--- src/rtl/pipelined_control_decoder.sv ---
// RV32I control decoder registered at the ID/EX boundary.
// Valid/ready handshake with stall, flush and a saturating illegal-instruction counter.
module pipelined_control_decoder #(
  parameter int unsigned XLEN  = 32,
  parameter int unsigned CNT_W = 8
) (
  input  logic             clk_i,
  input  logic             rst_i,
  input  logic             in_valid_i,
  output logic             in_ready_o,
  input  logic [31:0]      instr_i,
  input  logic [XLEN-1:0]  pc_i,
  input  logic             flush_i,
  output logic             out_valid_o,
  input  logic             out_ready_i,
  output logic [XLEN-1:0]  pc_o,
  output logic [4:0]       rd_o,
  output logic [4:0]       rs1_o,
  output logic [4:0]       rs2_o,
  output logic [2:0]       funct3_o,
  output logic             funct7b5_o,
  output logic             Branch_o,
  output logic             Jump_o,
  output logic             JumpReg_o,
  output logic             MemWrite_o,
  output logic             ALUSrc_o,
  output logic             ALUASrc_o,
  output logic             RegWrite_o,
  output logic [1:0]       ResultSrc_o,
  output logic [2:0]       ImmSrc_o,
  output logic [1:0]       ALUOp_o,
  output logic             Illegal_o,
  output logic [CNT_W-1:0] illegal_cnt_o
);

  // Bundle order: branch, jump, jump_reg, mem_write, alu_src, alu_a_src, reg_write,
  // result_src[1:0], imm_src[2:0], alu_op[1:0], illegal
  localparam int unsigned CtrlW = 15;

  logic             branch, jump, jump_reg, mem_write, alu_src, alu_a_src, reg_write, illegal;
  logic [1:0]       result_src, alu_op;
  logic [2:0]       imm_src;
  logic [CtrlW-1:0] dec_ctrl;
  logic             accept;
  logic             unused_instr_bits;

  logic             valid_q;
  logic [CtrlW-1:0] ctrl_q;
  logic [XLEN-1:0]  pc_q;
  logic [4:0]       rd_q, rs1_q, rs2_q;
  logic [2:0]       funct3_q;
  logic             funct7b5_q;
  logic [CNT_W-1:0] cnt_q;

  assign unused_instr_bits = ^{instr_i[31], instr_i[29:25]};

  always_comb begin
    branch     = 1'b0;
    jump       = 1'b0;
    jump_reg   = 1'b0;
    mem_write  = 1'b0;
    alu_src    = 1'b0;
    alu_a_src  = 1'b0;
    reg_write  = 1'b0;
    result_src = 2'b00;
    imm_src    = 3'b000;
    alu_op     = 2'b00;
    illegal    = 1'b0;
    // Full 7-bit match also enforces instr[1:0] == 2'b11
    unique case (instr_i[6:0])
      7'b0110011: begin reg_write = 1'b1; alu_op = 2'b10; end
      7'b0000011: begin reg_write = 1'b1; alu_src = 1'b1; result_src = 2'b01; end
      7'b0010011: begin reg_write = 1'b1; alu_src = 1'b1; alu_op = 2'b10; end
      7'b0100011: begin mem_write = 1'b1; alu_src = 1'b1; imm_src = 3'b001; end
      7'b1100011: begin branch = 1'b1; imm_src = 3'b010; alu_op = 2'b01; end
      7'b0010111: begin
        reg_write = 1'b1; alu_src = 1'b1; alu_a_src = 1'b1; imm_src = 3'b011;
      end
      7'b0110111: begin reg_write = 1'b1; imm_src = 3'b011; result_src = 2'b11; end
      7'b1100111: begin reg_write = 1'b1; alu_src = 1'b1; jump_reg = 1'b1; result_src = 2'b10; end
      7'b1101111: begin reg_write = 1'b1; jump = 1'b1; imm_src = 3'b100; result_src = 2'b10; end
      default:    illegal = 1'b1;
    endcase
  end

  assign dec_ctrl = {branch, jump, jump_reg, mem_write, alu_src, alu_a_src, reg_write,
                     result_src, imm_src, alu_op, illegal};

  assign in_ready_o = !valid_q || out_ready_i;
  assign accept     = in_valid_i && in_ready_o && !flush_i;

  always_ff @(posedge clk_i or posedge rst_i) begin
    if (rst_i) begin
      valid_q    <= 1'b0;
      ctrl_q     <= '0;
      pc_q       <= '0;
      rd_q       <= '0;
      rs1_q      <= '0;
      rs2_q      <= '0;
      funct3_q   <= '0;
      funct7b5_q <= 1'b0;
      cnt_q      <= '0;
    end else begin
      if (flush_i) begin
        valid_q <= 1'b0;
        ctrl_q  <= '0;
      end else if (accept) begin
        valid_q    <= 1'b1;
        ctrl_q     <= dec_ctrl;
        pc_q       <= pc_i;
        rd_q       <= instr_i[11:7];
        rs1_q      <= instr_i[19:15];
        rs2_q      <= instr_i[24:20];
        funct3_q   <= instr_i[14:12];
        funct7b5_q <= instr_i[30];
      end else if (out_ready_i) begin
        valid_q <= 1'b0;
      end
      if (accept && illegal && (cnt_q != {CNT_W{1'b1}})) begin
        cnt_q <= cnt_q + 1'b1;
      end
    end
  end

  // Gate controls with valid so a bubble never carries a stale write enable
  assign {Branch_o, Jump_o, JumpReg_o, MemWrite_o, ALUSrc_o, ALUASrc_o, RegWrite_o,
          ResultSrc_o, ImmSrc_o, ALUOp_o, Illegal_o} = valid_q ? ctrl_q : '0;

  assign out_valid_o   = valid_q;
  assign pc_o          = pc_q;
  assign rd_o          = rd_q;
  assign rs1_o         = rs1_q;
  assign rs2_o         = rs2_q;
  assign funct3_o      = funct3_q;
  assign funct7b5_o    = funct7b5_q;
  assign illegal_cnt_o = cnt_q;

endmodule

--- config.mk ---
export PLATFORM = sky130hd
export DESIGN_NAME = pipelined_control_decoder
export DESIGN_NICKNAME = d
export VERILOG_FILES = /design/src/rtl/pipelined_control_decoder.sv
export SDC_FILE = /design/constraint.sdc
export NUM_CORES = 1
export LEC_CHECK = 0
export BUFFER_PORTS_ARGS = -buffer_cell sky130_fd_sc_hd__buf_2
export CELL_PAD_IN_SITES_DETAIL_PLACEMENT = 0
export CELL_PAD_IN_SITES_GLOBAL_PLACEMENT = 1
export CORE_MARGIN = 2
export CORE_UTILIZATION = 35
export CTS_BUF_LIST = sky130_fd_sc_hd__clkbuf_4 sky130_fd_sc_hd__clkbuf_8
export CTS_CLUSTER_DIAMETER = 100
export DETAILED_ROUTE_END_ITERATION = 16
export PLACE_DENSITY = 0.83
export REMOVE_ABC_BUFFERS = 1
export SLEW_MARGIN = 20
export SYNTH_ARGS = -nofsm -noshare
export SYNTH_HDL_FRONTEND = slang
export SYNTH_SLANG_ARGS = --single-unit
--- constraint.sdc ---
create_clock -name clk_i -period 2.45 [get_ports clk_i]
set_input_delay 0.1225 -clock clk_i [delete_from_list [all_inputs] [get_ports clk_i]]
set_output_delay 0.1225 -clock clk_i [all_outputs]
set_load 0.03 [all_outputs]
Word-level counts from Yosys, hierarchy flattened
Cells that the tools add are included.

word-level totals
  flip-flop bits (word level) = 75
  input bits = 69
  word-level logic and storage cells = 54

cells by class
  add/sub/neg operators = 1
  equal/unequal tests = 10
  mux-type cells = 17
  bitwise logic cells = 1
  reductions and logical operators = 16

operators with widths
  cell                                                  count
  two-way mux 15 bit                                    3
  equality test 7 x 6 -> 1 bit (second input constant)  3
  equality test 7 bit (second input constant)           3
  equality test 7 x 5 -> 1 bit (second input constant)  2
  one-hot mux 3 bit (4 select lines)                    1
  two-way mux 1 bit                                     11
  OR reduction 9 bit                                    1
  adder 8 x 1 -> 8 bit (second input constant)          1
  inequality test 8 bit (second input constant)         1
  equality test 7 x 2 -> 1 bit (second input constant)  1
  OR reduction 7 bit                                    1
  one-hot mux 2 bit (3 select lines)                    1
  OR reduction 2 bit                                    3
  OR reduction 5 bit                                    1
  logical AND 1 bit                                     4
  one-hot mux 2 bit (2 select lines)                    1
  nonzero test 3 bit                                    1
  zero test 1 bit                                       2
  AND reduction 2 bit                                   1
  nonzero test 2 bit                                    1
  logical OR 1 bit                                      1
  inverter 1 bit                                        1

Longest topological paths before layout
Gate-level depths: netlist of run 1.

  word-level depth = 6
  depth in mapped cells = 8
  gate-level depth less buffers = 6

Worst setup path before layout of run 1
Ideal clock, no wire load.

  path type = register to register
  from = register valid_q, in the netlist out_valid_o
  to = register cnt_q[1], in the netlist illegal_cnt_o[1]
  data arrival time = 1720 ps
  required time = 2323 ps
  setup slack = 602 ps
  stages on the path, launching flop included = 6
  path through = dfrtp_1 nand2b_1 buf_2 o2111ai_4 nor4_4 mux2_1

on the way
  word-level cells in the longest chain between the ends = 6

ends and longest elaborated chain
  what                            line  source
  start, declared                 47    logic valid_q;
  start signal, assigned          94    valid_q <= 1'b0;
  start signal, assigned          105   valid_q <= 1'b0;
  start signal, assigned          108   valid_q <= 1'b1;
  zero test 1 bit                 89    assign in_ready_o = !valid_q || out_ready_i;
  logical OR 1 bit                89
  via in_ready_o                  10    output logic in_ready_o,
  logical AND 1 bit (2 in a row)  90    assign accept = in_valid_i && in_ready_o && !flush_i;
  logical AND 1 bit (2 in a row)  119   if (accept && illegal && (cnt_q != {CNT_W{1'b1}})) begin
  end signal, assigned            120   cnt_q <= cnt_q + 1'b1;
  end, declared                   53    logic [CNT_W-1:0] cnt_q;

The timed path passes the listed nets, and every way through them passes these cells.
A chain may end at the register's enable or synchronous reset.

Worst setup path after layout of run 1
  from = register valid_q, in the netlist out_valid_o
  to = register cnt_q[1], in the netlist illegal_cnt_o[1]

on the way
  word-level cells in the longest chain between the ends = 6

ends and longest elaborated chain
  what                            line
  zero test 1 bit                 89
  logical OR 1 bit                89
  logical AND 1 bit (2 in a row)  90
  logical AND 1 bit (2 in a row)  119

No other way between the ends.

==> impl_results.md, run 1 <==
* Outcome: complete, no violations
* Routability cong. at about 0.82
* EDFF count, synth at 0
* Worst R2R Setup Slack at 0.53 ns
* Rel. slew slack at 50.5%
* Post-synthesis adder-cell area fraction at 0.394%
* Post-synthesis mux area share at 1.06%
* DR WL/cell at around 13 um
* Fin Clk Skew at about 0.0058 ns
* Reg2reg end: illegal_cnt_o[1]
* Number of detailed-route iterations in the first pass at 4
* Leakage at 2.63 nW
* CTS Hold Bufs at 53
* Top FF cell, synth: dfrtp_1
* Clock slew at reported path FFs at around 0.080 ns
* HP Class: in2reg
* Fmax at between 500 and 600 MHz
* Placed cell areas at ~4000 um2
* Yosys synthesis warning count at 0
* Via density at 4.60
* Nets at a little over 600
* Simple-gate portion of the synthesized area at between 20% and 30%
* Required time of the critical path at between 2 and 3 ns
* Row count at 34
* Design area at around 4700 um2
* Crit share post-route at 78.3%
* Synth Area in XOR/XNOR at under 10%
* Reg2reg start: out_valid_o
* Clk_lat worst skew at 0.33 ns
* Via count of the first global-routing pass at between 2,000 and 3,000
* Hold path start: in_valid_i
* Number of H-tree levels at 3
* Library cells used by synthesis at 34
* DRC at 0
* DR vias at ~3,000
* Worst Setup Path Type: reg2reg
* Initial antenna violation count at 0
* Leading cell types in the layout, fill and taps excluded: nand2_1 (168), buf_2 (138), dfrtp_1 (74), dlygate4sd3_1 (53), and2_1 (14)
* Main combinational cell family by area after synthesis: simple AND/OR/NAND/NOR gates
* Worst Tran Pin Value at roughly 0.74 ns
* Gate Count Post-Synth at between 300 and 400
* Clk buf depth at 2
* Max VDD drop at slightly above 0.3 mV
* Worst-path maximum fanout at 16
* CP startpoint kind: flip-flop
* First-pass GRT wire length at roughly 14,000 um
* Reg2Reg Depth at 4
* Cell Pwr Density at approximately 720 nW/um2
* Yosys reg bits at 74
* Max cap viols at 0
* Clock Sinks at 74
* Cell Area, Synth at roughly 3200 um2
* Total core area at roughly 8800 um2
* Final min period at approximately 1.9 ns
* PostCTS Resize Cnt at 0
* I/O Buffers at between 100 and 150
* Endpoints failing setup at 0
* Chip height at approximately 99 um
* WHS Endpoint: out_valid_o
* Compound-Gate Fraction of Synth Area at 5.99%
* Starting density of the core at between 30% and 40%
* Pin count of the biggest net entering global routing at 35
* Global route total overflow at 0
* Worst Hold Path Cells at 3
* Chip Width at ~99 um
* Routed WL at slightly above 8000 um
* Most common cell after layout, fill and taps aside: nand2_1
* IO Count at ~150
* Share of layout cells above drive strength 1 at approximately 32%
* CTS tree: built
* Final core occ at ~54%
* Post-CTS setup buffer count at 0
* Post-DP HPWL at between 5000 and 6000 um
* CP arrival at about 2.2 ns
* Fin. max-slew vios at 0
* Syn_area_per_cell at 9.22 um2
* Die area at roughly 9800 um2
* Hold Violations, Final at 0
* Area Growth Syn to Fin at 48.9%
* RSZ-0062 raised after global routing: false
* Iter 0 DRT Violations at 100
* Sequential area share after synthesis at between 50% and 60%
* Antenna fix cells at 0
* Synth async-reset ratio at 100%
* Crit path capture type: flip-flop
* Cts bufs inserted at 9
* Gr usage total at about 17%
* Clock Root Buffer: clkbuf_8
* Antenna-violating nets left at 0
-- routing by layer --
| metal | vias up | track usage, % | routed length (um) |
|---|---|---|---|
| met1 | 1393 | 22.8 | 3620 |
| met3 | 13 | 2.95 | 454 |
| li1 | 1473 | - | - |
| met5 | - | 0 | 0 |
| met2 | 99 | 29.5 | 4000 |
| met4 | 0 | 6.11 | 144 |
-- report_power, final --
part	switching [mW]	internal, mW	leakage [nW]
clock	0.464	0.500	0.103
combinational	0.614	0.318	1.59
sequential	0.128	1.39	0.941
total	1.21	2.20	2.63
-- state kept, by name, indices dropped and copies added, names as in the netlist, 3 cells and up --
name	flops
rs2_o	5
illegal_cnt_o	8
funct3_o	3
pc_o	32
rd_o	5
rs1_o	5
ctrl_q	14
-- Yosys cell counts, types with 2 or more instances --
cell type / number / area, um2
nand2_1: 168 / 631
dfrtp_1: 74 / 1850
and2_1: 14 / 87.6
buf_2: 9 / 45.0
clkbuf_1: 9 / 33.8
nor2_1: 8 / 30.0
o21ai_0: 6 / 30.0
inv_1: 5 / 18.8
a21o_1: 4 / 30.0
a21oi_1: 4 / 20.0
nand3_1: 4 / 20.0
nand4_1: 4 / 25.0
a32o_1: 3 / 30.0
and3_1: 3 / 18.8
nor3_1: 3 / 15.0
xnor2_1: 3 / 26.3
a221o_1: 2 / 20.0
a31oi_1: 2 / 12.5
buf_4: 2 / 15.0
mux2_1: 2 / 22.5
nand2b_1: 2 / 12.5
-- through the flow --
step	power, mW	hold WS (ns)	setup WS, ns	std cells	TNS [ns]
CTS	3.45	0.0414	0.534	648	0
global placement	2.39	0.290	0.616	579	0
detailed placement	2.41	0.311	0.533	579	0
floorplan	2.08	0.186	-0.456	324	-3.02
global route	3.61	0.0583	0.371	648	0
finish	3.41	0.0661	0.532	648	0
-- worst max path at each step --
stage	from	cells after the start	endpoint	slack (ns)
final	out_valid_o	4	illegal_cnt_o[1]	0.53
after global routing	out_valid_o	5	illegal_cnt_o[7]	0.37
after CTS	out_valid_o	4	illegal_cnt_o[1]	0.53
after detailed placement	out_valid_o	4	illegal_cnt_o[1]	0.53
after global placement	out_valid_o	4	illegal_cnt_o[1]	0.62
after floorplan	out_valid_o	5	ctrl_q[3]	-0.46
-- area by class of cell --
cell class                 instances  area, um2
sequential                        74       1850
clock inverter                     6       65.1
timing repair buffer             200       1300
fill                             793       4040
tap                              108        135
clock buffer                      10        138
multi-input combinational        245       1210
inverter                           5       18.8
-- critical path, cell delays in order (launching register included) --
cell and delay [ns]:
dfrtp_1 0.52, nand2b_1 0.32, o2111ai_4 0.18, nor4_4 0.43
mux2_1 0.36
-- cells by family after synthesis --
group                    Yosys count
XOR/XNOR                           4
AO/OA/AOI/OAI                     24
flip-flops                        74
AND/OR/NAND/NOR                  213
adder cells (fa/ha/maj)            1
buffers and inverters             25
multiplexers                       3
Power figures use the tool's default switching activity.
==> run 2: changes to the inputs <==
--- a/config.mk
+++ b/config.mk
@@ -9,11 +9,11 @@
 export CELL_PAD_IN_SITES_DETAIL_PLACEMENT = 0
 export CELL_PAD_IN_SITES_GLOBAL_PLACEMENT = 1
 export CORE_MARGIN = 2
-export CORE_UTILIZATION = 35
+export CORE_UTILIZATION = 31
 export CTS_BUF_LIST = sky130_fd_sc_hd__clkbuf_4 sky130_fd_sc_hd__clkbuf_8
 export CTS_CLUSTER_DIAMETER = 100
 export DETAILED_ROUTE_END_ITERATION = 16
-export PLACE_DENSITY = 0.83
+export PLACE_DENSITY = 0.78
 export REMOVE_ABC_BUFFERS = 1
 export SLEW_MARGIN = 20
 export SYNTH_ARGS = -nofsm -noshare
==> constraint.sdc (replaced) <==
create_clock -name clk_i -period 1.6 [get_ports clk_i]
set_input_delay 0.08 -clock clk_i [delete_from_list [all_inputs] [get_ports clk_i]]
set_output_delay 0.08 -clock clk_i [all_outputs]
set_load 0.03 [all_outputs]
==> impl_results.md, run 2 (same netlist as run 1, synthesis figures left out) <==
* Reg2reg end: illegal_cnt_o[1]
* Total core area at approximately 9900 um2
* Outcome: complete, no violations
* Chip height at 105 um
* HP Class: in2reg
* Cell Pwr Density at around 1100 nW/um2
* Flop pwr share at roughly two fifths
* Power share of the clock group at between 20% and 30%
* Antenna-violating nets left at 0
* Worst R2R Setup Slack at 0.06 ns
* Cells after DPL at ~610
* Antenna fix cells at 0
* Crit path capture type: flip-flop
* Fmax at 651 MHz
* Cts bufs inserted at 9
* Share of layout cells above drive strength 1 at between 30% and 40%
* Max cap viols at 0
* DRC at 0
* Fill count at between 900 and 1,000
* Top delay family on crit path: flip-flops
* Initial antenna violation count at 0
* Worst setup endpoint: illegal_cnt_o[1]
* Row count at 36
* P_int at approximately 3.6 mW
* Hold path start: instr_i[3]
* IO Count at between 100 and 150
* Global route total overflow at 0
* Nets at 616
* Logic pwr share at 29.0%
* DR vias at between 2,000 and 3,000
* Chip Width at 105 um
* Worst-path cell chain: ha_2 -> nand4_1 -> nor2_2 -> nor4_4 -> buf_4 -> mux2_4
* Leakage at roughly 2.7 nW
* Fin Clk Skew at about 0.0054 ns
* Switching pwr at 1.88 mW
* Crit share post-route at between 90% and 100%
* DR WL/cell at 12.6 um
* Clock Root Buffer: clkbuf_8
* Hold Violations, Final at 0
* Area of the multi-input gates at 1240 um2
* Endpoints failing setup at 0
* Worst-path maximum fanout at 6
* Routed WL at 8630 um
* Via count of the first global-routing pass at roughly 3,000
* Non-filler instance count after layout at between 600 and 700
* Number of H-tree levels at 3
* Reg2Reg Depth at 6
* Worst Setup Path Type: reg2reg
* I/O Buffers at between 100 and 150
* Via density at ~4.4
* Clk buf depth at 2
* Gr usage total at 16.5%
* Final min period at 1.54 ns
* CP startpoint kind: flip-flop
* Clk_lat worst skew at roughly 0.35 ns
* Pre-CTS setup slack at -0.0397 ns
* RSZ-0062 raised after global routing: false
* PnR worst setup slack at around 0.063 ns
* Leading cell types in the layout, fill and taps excluded: nand2_1 (168), buf_2 (138), dfrtp_1 (74), dlygate4sd3_1 (54), buf_4 (17)
* Post-DP HPWL at ~5600 um
* Required time of the critical path at between 1.5 and 2 ns
* Max VDD drop at 0.529 mV
* Crit path depth at 6
* CTS tree: built
* CP max stage delay at just under 0.4 ns
* Max stage delay cell, worst path: dfrtp_1
* Reg2reg start: illegal_cnt_o[1]
* Max FFs per register at 32
* Worst Tran Pin Value at about 0.51 ns
* Total chip power at ~5.5 mW
* Starting density of the core at roughly a third
* Fin. max-slew vios at 0
* Worst Path Buf+Inv at 1
* Die area at ~11,000 um2
* Most common cell after layout, fill and taps aside: nand2_1
* Pin count of the biggest net entering global routing at 53
* Area Growth Syn to Fin at 54.1%
* Setup TNS at 0 ns
* Rel. slew slack at 66.0%
* Clock slew at reported path FFs at around 0.080 ns
* Routability cong. at 0.758
* Clock Sinks at between 70 and 80
* Worst Setup SP: illegal_cnt_o[1]
* Flip-flop and latch area at between 1500 and 2000 um2
* Iter 0 DRT Violations at 108
* Number of detailed-route iterations in the first pass at 4
* Switching Fraction at between 30 and 40%
* First-pass GRT wire length at approximately 15,000 um
* CP arrival at approximately 1.8 ns
## run 2: cell count changes in the layout (fill, tap and decap cells not counted), sizes merged
cell | before | now
buf | 147 | 157
clkbuf | 10 | 13
clkinv | 3 | 0
clkinvlp | 1 | 2
dlygate4sd3 | 53 | 54
inv | 6 | 5
## run 2: worst min-delay path by stage
stage,slack [ns],end,depth (start not counted)
after floorplan,0.14,out_valid_o,1
after global placement,0.21,pc_o[2],3
after detailed placement,0.22,pc_o[2],3
after CTS,0.002,ctrl_q[13],2
after global routing,0.002,ctrl_q[13],2
final,0.009,ctrl_q[13],2
## run 2: stage by stage
stage | hold WS, ns | cell area [um2] | util, %
2_1_floorplan | 0.143 | 3080 | -
3_3_place_gp | 0.211 | 4060 | 41.2
3_5_place_dp | 0.224 | 4060 | 41.2
4_1_cts | 0.00159 | 4860 | 49.3
5_1_grt | 0.00219 | 4890 | 49.6
6_report | 0.00892 | 4890 | 49.6
## run 2: what timing repair did
action	CTS	global route
hold buffers	54	0
resized for setup	5	4
pin swaps	2	3
setup endpoints to repair	30	62
hold endpoints to repair	126	0
buffers inserted	2	1
## run 2: routing by layer
layer,global-route usage [%],part of all wire [%],vias to the layer above
li1,-,-,1496
met1,20.3,44,1407
met2,27.6,49,76
met3,3.81,4.8,11
met4,7.24,2.0,0
met5,0,0,-
## run 2: final cells by class
class | count | share of cell area [%]
tap | 133 | 3.40
sequential | 74 | 37.9
clock buffer | 13 | 3.66
timing repair buffer | 211 | 28.3
inverter | 5 | 0.384
multi-input combinational | 245 | 25.4
clock inverter | 3 | 0.921
## run 2: power by group through the flow
| stage | clock (mW) | sequential (mW) | combinational, mW |
|---|---|---|---|
| after CTS | 1.65 | 2.28 | 1.55 |
| after global placement | 0 | 2.30 | 1.42 |
| after global routing | 1.76 | 2.32 | 1.73 |
| final | 1.61 | 2.28 | 1.59 |
| after floorplan | 0 | 2.84 | 0.347 |
| after detailed placement | 0 | 2.31 | 1.44 |
